## src/rtl/chip8_sprite_engine.sv

```systemverilog
// chip8_sprite_engine
// Executes decoded CHIP-8 CLS and DRW Vx,Vy,n requests. Sprite bytes are read
// from main memory starting at I and XORed into a 64x32 monochrome framebuffer
// held as 256 bytes (8 bytes per row, bit 7 = leftmost pixel). The VF
// collision result is reported with a one-cycle done pulse.
//
// Ports
//   clk, rst_n                       clock, synchronous active-low reset
//   cmd_valid/cmd_ready              request handshake (ready = idle)
//   cmd_cls, cmd_x, cmd_y, cmd_n     CLS flag, Vx, Vy, sprite height
//   cmd_i                            sprite base address (I register)
//   mem_raddr / mem_d                main memory read port, 1-cycle latency
//   fb_addr / fb_rdata               framebuffer read port, 1-cycle latency
//   fb_wdata / fb_we                 framebuffer write port (shares fb_addr)
//   done / collision                 completion pulse and held VF result
//
// Build option
//   CHIP8_SPRITE_CLIP_EN  clip sprite pixels at the right and bottom edges
//                         instead of wrapping them (start point still wraps).
//
// state | meaning
// IDLE  | ready for a command
// CLS   | writing zero to framebuffer byte fb_addr
// SPR   | sprite address on mem_raddr
// RDL   | left byte address on fb_addr, sprite byte arriving
// RDR   | right byte address on fb_addr, left byte arriving
// WRL   | writing left byte, right byte arriving
// WRR   | writing right byte
// DONE  | raising done and publishing collision
//
// Outputs are registered and loaded on the edge entering the state that uses
// them, so a read address is on the bus one state before its data is captured.
module chip8_sprite_engine #(
    parameter int ADDR_WIDTH    = 12,
    parameter int DATA_WIDTH    = 8,
    parameter int FB_ADDR_WIDTH = 8
) (
    input  logic                     clk,
    input  logic                     rst_n,
    input  logic                     cmd_valid,
    output logic                     cmd_ready,
    input  logic                     cmd_cls,
    input  logic [7:0]               cmd_x,
    input  logic [7:0]               cmd_y,
    input  logic [3:0]               cmd_n,
    input  logic [ADDR_WIDTH-1:0]    cmd_i,
    output logic [ADDR_WIDTH-1:0]    mem_raddr,
    input  logic [DATA_WIDTH-1:0]    mem_d,
    output logic [FB_ADDR_WIDTH-1:0] fb_addr,
    input  logic [DATA_WIDTH-1:0]    fb_rdata,
    output logic [DATA_WIDTH-1:0]    fb_wdata,
    output logic                     fb_we,
    output logic                     done,
    output logic                     collision
);

    typedef enum logic [2:0] {
        S_IDLE, S_CLS, S_SPR, S_RDL, S_RDR, S_WRL, S_WRR, S_DONE
    } state_t;

    state_t                   r_state;
    logic [5:0]               r_x0;
    logic [4:0]               r_y0;
    logic [3:0]               r_n;
    logic [3:0]               r_row;
    logic [ADDR_WIDTH-1:0]    r_i;
    logic [DATA_WIDTH-1:0]    r_s;
    logic                     r_acc;
    logic                     r_cmd_ready;
    logic [ADDR_WIDTH-1:0]    r_mem_raddr;
    logic [FB_ADDR_WIDTH-1:0] r_fb_addr;
    logic [DATA_WIDTH-1:0]    r_fb_wdata;
    logic                     r_fb_we;
    logic                     r_done;
    logic                     r_collision;

    logic [3:0]               w_row_nx;
    logic [4:0]               w_yrow;
    logic [2:0]               w_col;
    logic [2:0]               w_col_r;
    logic [FB_ADDR_WIDTH-1:0] w_left;
    logic [FB_ADDR_WIDTH-1:0] w_right;
    logic [2*DATA_WIDTH-1:0]  w_spread;
    logic [DATA_WIDTH-1:0]    w_lmask;
    logic [DATA_WIDTH-1:0]    w_rmask;
    logic                     w_do_wrr;
    logic                     w_last;
    logic                     w_unused;

    assign w_row_nx = r_row + 4'd1;
    assign w_yrow   = r_y0 + {1'b0, r_row};
    assign w_col    = r_x0[5:3];
    assign w_col_r  = w_col + 3'd1;
    assign w_left   = FB_ADDR_WIDTH'({w_yrow, w_col});
    assign w_right  = FB_ADDR_WIDTH'({w_yrow, w_col_r});

    // One shift yields both halves: upper byte lands in the left framebuffer
    // byte, the bits pushed out the bottom land in the right byte.
    assign w_spread = {r_s, {DATA_WIDTH{1'b0}}} >> r_x0[2:0];
    assign w_lmask  = w_spread[2*DATA_WIDTH-1:DATA_WIDTH];
    assign w_rmask  = w_spread[DATA_WIDTH-1:0];

`ifdef CHIP8_SPRITE_CLIP_EN
    assign w_do_wrr = (r_x0[2:0] != 3'd0) && (w_col != 3'd7);
    assign w_last   = (w_row_nx == r_n) ||
                      (({1'b0, r_y0} + {2'b00, w_row_nx}) > 6'd31);
`else
    assign w_do_wrr = (r_x0[2:0] != 3'd0);
    assign w_last   = (w_row_nx == r_n);
`endif

    // Vx/Vy upper bits fall away in the mod-64 / mod-32 reduction.
    assign w_unused = &{1'b0, cmd_x[7:6], cmd_y[7:5]};

    always_ff @(posedge clk) begin
        if (!rst_n) begin
            r_state     <= S_IDLE;
            r_x0        <= '0;
            r_y0        <= '0;
            r_n         <= '0;
            r_row       <= '0;
            r_i         <= '0;
            r_s         <= '0;
            r_acc       <= 1'b0;
            r_cmd_ready <= 1'b1;
            r_mem_raddr <= '0;
            r_fb_addr   <= '0;
            r_fb_wdata  <= '0;
            r_fb_we     <= 1'b0;
            r_done      <= 1'b0;
            r_collision <= 1'b0;
        end else begin
            r_done <= 1'b0;
            case (r_state)
                S_IDLE: begin
                    r_cmd_ready <= 1'b1;
                    if (cmd_valid && r_cmd_ready) begin
                        r_cmd_ready <= 1'b0;
                        r_x0        <= cmd_x[5:0];
                        r_y0        <= cmd_y[4:0];
                        r_n         <= cmd_n;
                        r_i         <= cmd_i;
                        r_row       <= '0;
                        r_acc       <= 1'b0;
                        if (cmd_cls) begin
                            r_state    <= S_CLS;
                            r_fb_we    <= 1'b1;
                            r_fb_addr  <= '0;
                            r_fb_wdata <= '0;
                        end else if (cmd_n == 4'd0) begin
                            r_state <= S_DONE;
                        end else begin
                            r_state     <= S_SPR;
                            r_mem_raddr <= cmd_i;
                        end
                    end
                end
                S_CLS: begin
                    if (r_fb_addr == {FB_ADDR_WIDTH{1'b1}}) begin
                        r_fb_we <= 1'b0;
                        r_state <= S_DONE;
                    end else begin
                        r_fb_addr <= r_fb_addr + FB_ADDR_WIDTH'(1);
                    end
                end
                S_SPR: begin
                    r_fb_addr <= w_left;
                    r_state   <= S_RDL;
                end
                S_RDL: begin
                    r_s       <= mem_d;
                    r_fb_addr <= w_right;
                    r_state   <= S_RDR;
                end
                S_RDR: begin
                    r_fb_we    <= 1'b1;
                    r_fb_addr  <= w_left;
                    r_fb_wdata <= fb_rdata ^ w_lmask;
                    r_acc      <= r_acc | (|(fb_rdata & w_lmask));
                    r_state    <= S_WRL;
                end
                S_WRL: begin
                    if (w_do_wrr) begin
                        r_fb_addr  <= w_right;
                        r_fb_wdata <= fb_rdata ^ w_rmask;
                        r_acc      <= r_acc | (|(fb_rdata & w_rmask));
                        r_state    <= S_WRR;
                    end else begin
                        r_fb_we <= 1'b0;
                        if (w_last) begin
                            r_state <= S_DONE;
                        end else begin
                            r_row       <= w_row_nx;
                            r_mem_raddr <= r_i + ADDR_WIDTH'(w_row_nx);
                            r_state     <= S_SPR;
                        end
                    end
                end
                S_WRR: begin
                    r_fb_we <= 1'b0;
                    if (w_last) begin
                        r_state <= S_DONE;
                    end else begin
                        r_row       <= w_row_nx;
                        r_mem_raddr <= r_i + ADDR_WIDTH'(w_row_nx);
                        r_state     <= S_SPR;
                    end
                end
                S_DONE: begin
                    r_done      <= 1'b1;
                    r_collision <= r_acc;
                    r_state     <= S_IDLE;
                end
                default: r_state <= S_IDLE;
            endcase
        end
    end

    assign cmd_ready = r_cmd_ready;
    assign mem_raddr = r_mem_raddr;
    assign fb_addr   = r_fb_addr;
    assign fb_wdata  = r_fb_wdata;
    assign fb_we     = r_fb_we;
    assign done      = r_done;
    assign collision = r_collision;

endmodule

```

## config.mk

```make
export PLATFORM = sky130hd
export DESIGN_NAME = chip8_sprite_engine
export DESIGN_NICKNAME = d
export VERILOG_FILES = /design/src/rtl/chip8_sprite_engine.sv
export SDC_FILE = /design/constraint.sdc
export NUM_CORES = 1
export LEC_CHECK = 0
export ABC_CLOCK_PERIOD_IN_PS = 2800
export BUFFER_PORTS_ARGS = -buffer_cell sky130_fd_sc_hd__buf_2
export CORE_MARGIN = 1.5
export CORE_UTILIZATION = 37
export CTS_CLUSTER_DIAMETER = 40
export DETAILED_ROUTE_END_ITERATION = 8
export HOLD_SLACK_MARGIN = 0.03
export PLACE_DENSITY = 0.56
export SYNTH_ARGS = -nofsm -noshare
export SYNTH_HDL_FRONTEND = slang
export SYNTH_SLANG_ARGS = --single-unit
```

## constraint.sdc

```tcl
create_clock -name clk -period 2.8 [get_ports clk]
set_input_delay 0.56 -clock clk [delete_from_list [all_inputs] [get_ports clk]]
set_output_delay 0.56 -clock clk [all_outputs]
set_load 0.1 [all_outputs]
```

-- Word-level counts from Yosys, hierarchy flattened
Cells that the tools add are included.
- register bits: 75
- output and inout port bits: 32
- word-level logic and storage cells: 97
- input bits: 52
- multiplexer cells: 34
- eq/ne operators: 17
- reduce and logical (&&, ||, !) cells: 19
- bitwise logic cells: 6
- shift operators: 1
- $add $sub $neg: 5
- operators by type and width (kind ; number):
    2-to-1 mux 12 bit ; 5
    2-to-1 mux 8 bit ; 5
    one-hot mux 8 bit (5 select lines) ; 1
    one-hot mux 12 bit (3 select lines) ; 1
    one-hot mux 3 bit (8 select lines) ; 1
    one-hot mux 8 bit (3 select lines) ; 1
    2-to-1 mux 3 bit ; 6
    AND 8 bit ; 2
    inequality test 2 bit (second input constant) ; 8
    OR reduction 8 bit ; 2
    right shift 16 x 3 -> 16 bit ; 1
    bitwise XOR 8 bit ; 2
    AND reduction 5 bit ; 3
    adder 12 x 4 -> 12 bit ; 1
    == test 3 bit (second input constant) ; 4
    2-to-1 mux 4 bit ; 3
    one-hot mux 4 bit (3 select lines) ; 1
    nonzero test 5 bit ; 2
    nonzero test 3 bit ; 3
    adder 8 x 1 -> 8 bit (second input constant) ; 1
    == test 8 bit (second input constant) ; 1
    2-to-1 mux 1 bit ; 8
    == test 3 x 2 -> 1 bit (second input constant) ; 2
    AND reduction 3 bit ; 2
    other kinds (14) ; 16

-- Depth between registers and ports, before layout
Gate-level depths: netlist (run 1).
- word-level depth: 6
- depth in mapped cells: 8
- mapped depth without buffers: 8

-- Worst setup path after synthesis (run 1)
OpenSTA, ideal clock, no wires.
- path kind: flip-flop to flip-flop
- start: reg r_fb_addr[0] (netlist: fb_addr[0])
- end: reg r_fb_addr[1] (netlist: fb_addr[1])
- cell stages (with the launch flop): 8
- setup slack: 0.432 ns
- setup time: 0.128 ns
- period minus slack after synthesis: 2.368 ns
- arrival: 2.240 ns
- data required time: 2.672 ns
- path buffers: 1
- cells stage by stage: dfxtp_1 ha_1 and3_1 nand4_1 nand3_1 buf_2 mux2i_1 nor2_1
- longest elaborated chain between the ends: 3
- elaborated cells between the ends (all ways): 6
- those cells by class: add/sub: 1; eq/ne: 2; mux: 2; reduce/logical: 1
- ends and longest elaborated chain (what ; RTL line ; text):
    from (decl) ; 71 ; logic [FB_ADDR_WIDTH-1:0] r_fb_addr;
    from (signal assigned) ; 163 ; r_fb_addr <= r_fb_addr + FB_ADDR_WIDTH'(1);
    from (signal assigned) ; 167 ; r_fb_addr <= w_left;
    from (signal assigned) ; 172 ; r_fb_addr <= w_right;
    adder 8 x 1 -> 8 bit / == test 8 bit (equally long branches) ; 163, 159 ;
    2-to-1 mux 8 bit / inequality test 2 bit (equally long branches) ; n/a ;
    one-hot mux 8 bit (5 select lines) / AND reduction 5 bit (equally long branches) ; n/a ;
Parallel ways exist; a longest one is shown, timed or not. The select of a mux whose other input is x is not followed.
A chain may end at the register's enable or synchronous reset.

-- Worst setup path after layout (run 1)
- start: reg r_row[0]
- end: reg r_mem_raddr[7] (netlist: mem_raddr[7])
- longest elaborated chain between the ends: 5
- elaborated cells between the ends (all ways): 6
- those cells by class: add/sub: 2; eq/ne: 1; mux: 3
- ends and longest elaborated chain (what ; RTL line ; text):
    from (decl) ; 65 ; logic [3:0] r_row;
    from (signal assigned) ; 193 ; r_row <= w_row_nx;
    from (signal assigned) ; 204 ; r_row <= w_row_nx;
    adder 4 x 1 -> 4 bit * ; 90 ; assign w_row_nx = r_row + 4'd1;
    adder 12 x 4 -> 12 bit / == test 4 bit (equally long branches) ; 194, 205, 109 ;
    2-to-1 mux 12 bit * ; 190, 201 ;
    2-to-1 mux 12 bit ; 183 ; if (w_do_wrr) begin
    one-hot mux 12 bit (3 select lines) * ; 134 ; case (r_state)
    to (signal assigned) ; 154 ; r_mem_raddr <= cmd_i;
    to (signal assigned) ; 194 ; r_mem_raddr <= r_i + ADDR_WIDTH'(w_row_nx);
    to (signal assigned) ; 205 ; r_mem_raddr <= r_i + ADDR_WIDTH'(w_row_nx);
    to (decl) ; 70 ; logic [ADDR_WIDTH-1:0] r_mem_raddr;
Mark *: on every way between the ends. The rest lies on a longest branch, timed or not. The select of a mux whose other input is x is not followed.

==> results.json, run 1 <==
{
  "run_status": "finished clean",
  "dpl.hpwl_um": 9070,
  "start_util": 0.377,
  "postCtsHoldBufs": 0,
  "yosys-top-cells-area": "dfxtp_1, nand2_1, mux2i_1",
  "clkPwrFrac": 0.215,
  "grt_usage": 0.201,
  "grt_pass1_wl_um": 20700,
  "drive_gt1_frac": 0.216,
  "synth_cells": 535,
  "p_per_area_nw_per_um2": 1060,
  "area_growth_pct": 19.1,
  "synth_largest_type_area_fraction": 0.333,
  "worst_ir_drop_vdd_v": 0.000728,
  "critical_path_required_ns": 3.07,
  "clock.fmax_mhz": 414,
  "dieArea_sq_um": 12900,
  "synth_flop_cell": "dfxtp_1",
  "grt_pass1_vias": 4114,
  "worstMarginPinSlew_ns": 0.695,
  "io-pin-count": 84,
  "ctsResizeCount": 0,
  "fin_setup_tns_ns": 0,
  "final-instance-count-excl-fill": 757,
  "cts_setup_buffers": 0,
  "hold_class": "in2reg",
  "ff_latch_area_sq_um": 1500,
  "dpl_cell_area_sq_um": 5060,
  "drtPass1Iterations": 4,
  "arrival_ns": 2.68,
  "die_w_um": 113,
  "path_clk_slew_ns": 0.06,
  "synth_fp_nets": 601,
  "netSwitchingFraction": 0.480,
  "vias": 4230,
  "layout.nets": 672,
  "rsz0062_at_grt": "false",
  "finalSetupViolations": 0,
  "fin_worst_skew_ns": 0.00454,
  "synth-seq-area-share": 0.333,
  "routabilityCongestion": 0.841,
  "cts.path.max_buffers": 2,
  "wire_per_inst_um": 16.4,
  "clkLatencyLatePin_ns": 0.34,
  "critical_path_class": "reg2reg",
  "postRouteAntennaNets": 0,
  "stdcell_area_sq_um": 5370,
  "die_y_um": 113,
  "post-place-cells": 742,
  "cts_buffers": 9,
  "switchingPower_mw": 2.73,
  "synth_area_leader_cell": "dfxtp_1",
  "cp-end-kind": "flip-flop",
  "fillCellCount": 1223,
  "p_leak_nw": 2.26,
  "final_common_cell": "nand2_1",
  "antenna_found_initial": 0,
  "final_cell_mix": "nand2_1, buf_2, dfxtp_1",
  "yosysWarnings": 0,
  "max-slew-margin-rel": 0.536,
  "internal_power_mw": 2.96,
  "syn-cell-area_sq_um": 4510,
  "synth_edf_count": 0,
  "wl_um": 12400,
  "slew_violations": 0,
  "comb_power_share": 0.498,
  "antenna_cells": 0,
  "crit_slowest_cell": "dfxtp_1",
  "p_seq_frac": 0.287,
  "cts.sinks": 75,
  "fin_crit_sh": 0.863,
  "crit_path_start_kind": "flip-flop",
  "core_sq_um": 12000,
  "drc": 0,
  "grt_max_degree": 34,
  "multiInputGateArea_sq_um": 2840,
  "fin_ws_ns": 0.382,
  "port_buffers": 78,
  "synthArstFlopShare": 0,
  "hold_viol": 0,
  "grt_overflow": 0,
  "fin_hold_ws_ns": 0.456,
  "max_cap_violations": 0,
  "avgSynthCellArea_sq_um": 8.43,
  "crit_fanout": 7,
  "ys_seq_elements": 75,
  "preCtsSetupSlack_ns": 0.390,
  "drt_iter0_markers": 233,
  "yosysUniqueCellTypes": 72,
  "slowest_delay_ns": 0.47,
  "min_period_ns": 2.42,
  "row_count": 40,
  "cts-root-buf": "clkbuf_16",
  "cts_tree": "built",
  "vias_per_cell": 5.59,
  "worstPathCellList": "and3_1 -> xor2_1 -> ha_1 -> a21oi_1 -> o21a_1 -> o21ai_0 -> a311o_1 -> mux2i_1",
  "htreeDepth": 3
}
-- power groups by stage --
| stage | clock network [mW] | logic (mW) | registers [mW] |
|---|---|---|---|
| floorplan | 0 | 1.50 | 2.38 |
| CTS | 1.26 | 2.84 | 1.63 |
| global route | 1.30 | 3.07 | 1.68 |
| detailed placement | 0 | 2.83 | 1.65 |
| global placement | 0 | 2.81 | 1.64 |
| finish | 1.22 | 2.83 | 1.63 |
-- sequential cells by signal, summed over array words and instances (netlist names), 3 cells and up --
| signal | cells |
|---|---|
| mem_raddr | 12 |
| r_i | 12 |
| fb_addr | 8 |
| fb_wdata | 8 |
| r_s | 8 |
| r_x0 | 6 |
| r_y0 | 5 |
| r_n | 4 |
| r_row | 4 |
| r_state | 3 |
-- metrics by stage --
stage	power, mW	utilization
6_report	5.69	0.449
5_1_grt	6.04	0.449
4_1_cts	5.73	0.449
3_5_place_dp	4.48	0.423
3_3_place_gp	4.46	0.423
2_1_floorplan	3.89	-
-- critical path: cells and delay by family (launching register included) --
family,cells,cell delay [ns]
AO/OA/AOI/OAI,4,0.94
flip-flops,1,0.47
AND/OR/NAND/NOR,1,0.31
adder cells (fa/ha/maj),1,0.29
XOR/XNOR,1,0.23
multiplexers,1,0.11
-- kinds of logic (layout without fill, tap and decap cells) --
kind of cell	Yosys count	in the layout	synth area share
XOR/XNOR	25	25	0.0546
buffers and inverters	42	117	0.0383
adder cells (fa/ha/maj)	14	14	0.0422
multiplexers	41	41	0.102
flip-flops	75	75	0.333
AO/OA/AOI/OAI	147	147	0.222
AND/OR/NAND/NOR	191	191	0.208
-- layer usage --
| layer | vias to the layer above | GRT usage | part of all wire |
|---|---|---|---|
| met2 | 130 | 0.328 | 0.48 |
| met3 | 11 | 0.0324 | 0.050 |
| met4 | 0 | 0.0658 | 0.014 |
| met1 | 1979 | 0.274 | 0.46 |
| li1 | 2110 | - | - |
| met5 | - | 0 | 0 |
-- worst paths after layout --
path,startpoint,endpoint,slack (ns),cells past startpoint
min,mem_d[3],r_s[3],0.46,3
max,r_row[0],mem_raddr[7],0.38,8
min reg2reg,mem_raddr[6],mem_raddr[6],0.46,2
max reg2reg,r_row[0],mem_raddr[7],0.38,8
-- synth_stat cells (all sizes together), types with 4 or more instances --
| library cell | n |
|---|---|
| a311oi | 5 |
| dfxtp | 75 |
| o211ai | 7 |
| inv | 8 |
| mux2i | 30 |
| nand3 | 22 |
| nand2 | 88 |
| buf | 19 |
| nor3 | 8 |
| a21oi | 50 |
| nor2 | 30 |
| and3 | 5 |
| nand4 | 5 |
| xor2 | 10 |
| clkbuf | 14 |
| nor3b | 5 |
| or3 | 5 |
| o21ai | 19 |
| nand3b | 4 |
| a211oi | 5 |
| ha | 12 |
| and2 | 5 |
| mux2 | 8 |
| a21o | 6 |
| o31ai | 5 |
| a22o | 6 |
| o22ai | 6 |
| xnor2 | 13 |
| o21a | 4 |
-- final cells by class --
| type | instances | area share |
|---|---|---|
| multi-input cells | 418 | 0.528 |
| flip-flops and latches | 75 | 0.279 |
| repair buffers | 93 | 0.0936 |
| clock buffers | 14 | 0.0529 |
| well taps | 147 | 0.0342 |
| inverters | 9 | 0.00629 |
| clock inverters | 1 | 0.00559 |
No activity file was read; power rests on OpenSTA's default activity.
==> run 2: changes to the inputs <==
- SETUP_SLACK_MARGIN: unset -> 0.4
- SKIP_CTS_REPAIR_TIMING: unset -> 1
==> run 2 against run 1 <==
Against the previous run: sequential cell count did not move; global-route usage unchanged; register-to-register slack better by 0.12 ns; critical path type unchanged; critical endpoint unchanged; final area grew 0.68%; clock skew up 0.0016 ns; hold slack gained 0.00052 ns; via count about the same; sequential power hardly changed; count of clock-buffer cells in the layout did not move; wire length barely moved.
==> results.json, run 2 (synthesis gave the netlist of run 1 again) <==
{
  "run_status": "finished clean",
  "cts.sinks": 75,
  "start_util": 0.377,
  "critical_path_required_ns": 3.07,
  "p_per_area_nw_per_um2": 1050,
  "final_common_cell": "nand2_1",
  "cts-root-buf": "clkbuf_16",
  "clock.fmax_mhz": 435,
  "htreeDepth": 3,
  "post-place-cells": 742,
  "max_cap_violations": 0,
  "hold_viol": 0,
  "grt_overflow": 0,
  "wl_um": 12400,
  "port_buffers": 78,
  "worst_ir_drop_vdd_v": 0.000725,
  "final_cell_mix": "nand2_1, buf_2, dfxtp_1",
  "drt_iter0_markers": 218,
  "grt_max_degree": 34,
  "fin_worst_skew_ns": 0.00614,
  "rr_worst_depth": 8,
  "drc": 0,
  "grt_pass1_vias": 4114,
  "crit_path_start_kind": "flip-flop",
  "cp-end-kind": "flip-flop",
  "drtPass1Iterations": 5,
  "crit_fanout": 7,
  "clkPwrFrac": 0.215,
  "p_leak_nw": 2.27,
  "min_period_ns": 2.30,
  "arrival_ns": 2.56,
  "cts_tree": "built",
  "die_w_um": 113,
  "grt_pass1_wl_um": 20700,
  "die_y_um": 113,
  "comb_power_share": 0.498,
  "slew_violations": 0,
  "critical_path_class": "reg2reg",
  "r2r_slack_ns": 0.50,
  "postRouteAntennaNets": 0,
  "p_seq_frac": 0.287,
  "rsz0062_at_grt": "true",
  "wire_per_inst_um": 16.4,
  "antenna_cells": 0,
  "worstMarginPinSlew_ns": 0.646,
  "dpl.hpwl_um": 9070,
  "area_growth_pct": 19.9,
  "cts_buffers": 9,
  "internal_power_mw": 2.96,
  "vias": 4226,
  "routabilityCongestion": 0.841,
  "worst_r2r_endpoint": "mem_raddr[7]",
  "layout.nets": 672,
  "antenna_found_initial": 0,
  "max-slew-margin-rel": 0.567,
  "fin_crit_sh": 0.820,
  "hold_class": "in2reg",
  "finalSetupViolations": 0,
  "switchingPower_mw": 2.74,
  "min_from": "mem_d[3]",
  "cts.path.max_buffers": 2,
  "grt_usage": 0.201,
  "rr_startpoint": "r_row[0]",
  "fin_ws_ns": 0.503,
  "vias_per_cell": 5.58,
  "core_sq_um": 12000,
  "preCtsSetupSlack_ns": 0.390,
  "drive_gt1_frac": 0.236,
  "path_clk_slew_ns": 0.06,
  "fin_setup_tns_ns": 0,
  "whs_path_depth": 3,
  "final-instance-count-excl-fill": 757,
  "netSwitchingFraction": 0.481,
  "holdPathEnd": "r_s[3]",
  "row_count": 40,
  "dieArea_sq_um": 12900,
  "io-pin-count": 84,
  "clkLatencyLatePin_ns": 0.34
}
## run 2: worst max-delay path by stage
stage | start | end | slack, ns | cells after the start
2_1_floorplan | fb_addr[0] | fb_addr[1] | 0.43 | 7
5_1_grt | r_row[0] | mem_raddr[7] | 0.38 | 8
3_3_place_gp | r_row[0] | mem_raddr[6] | 0.42 | 8
4_1_cts | r_row[0] | mem_raddr[8] | 0.37 | 8
3_5_place_dp | r_row[0] | mem_raddr[7] | 0.39 | 8
6_report | r_row[0] | mem_raddr[7] | 0.50 | 8
## run 2: power groups by stage
stage	Sequential [mW]	Combinational, mW	Clock (mW)
final	1.64	2.84	1.22
after global routing	1.68	3.08	1.30
after CTS	1.63	2.84	1.26
after detailed placement	1.65	2.83	0
after global placement	1.64	2.81	0
after floorplan	2.38	1.50	0
## run 2: critical path, stage by stage, from the launching register on
cell,delay (ns)
dfxtp_2,0.36
ha_1,0.24
xor2_1,0.18
ha_1,0.39
nand2_2,0.07
o21a_4,0.22
or3_1,0.34
a311o_1,0.31
mux2i_1,0.11
## run 2: final cells by class
type / instances / area (sq um)
inverters: 9 / 33.8
repair buffers: 93 / 503
well taps: 147 / 184
multi-input cells: 418 / 2870
clock buffers: 14 / 284
clock inverters: 1 / 30.0
flip-flops and latches: 75 / 1510
fillers: 1228 / 6550
## run 2: per-stage QoR
| step | total power [mW] | hold slack [ns] | utilization | area, sq um |
|---|---|---|---|---|
| after CTS | 5.73 | 0.447 | 0.449 | 5370 |
| final | 5.70 | 0.457 | 0.452 | 5410 |
| after global placement | 4.46 | 0.448 | 0.423 | 5060 |
| after detailed placement | 4.48 | 0.449 | 0.423 | 5060 |
| after global routing | 6.06 | 0.458 | 0.452 | 5410 |
| after floorplan | 3.89 | 0.440 | - | 4510 |
## run 2: layer usage
layer,track usage,share of wire
met1,0.274,0.46
met2,0.328,0.47
met3,0.0324,0.052
met4,0.0658,0.014
met5,0,0
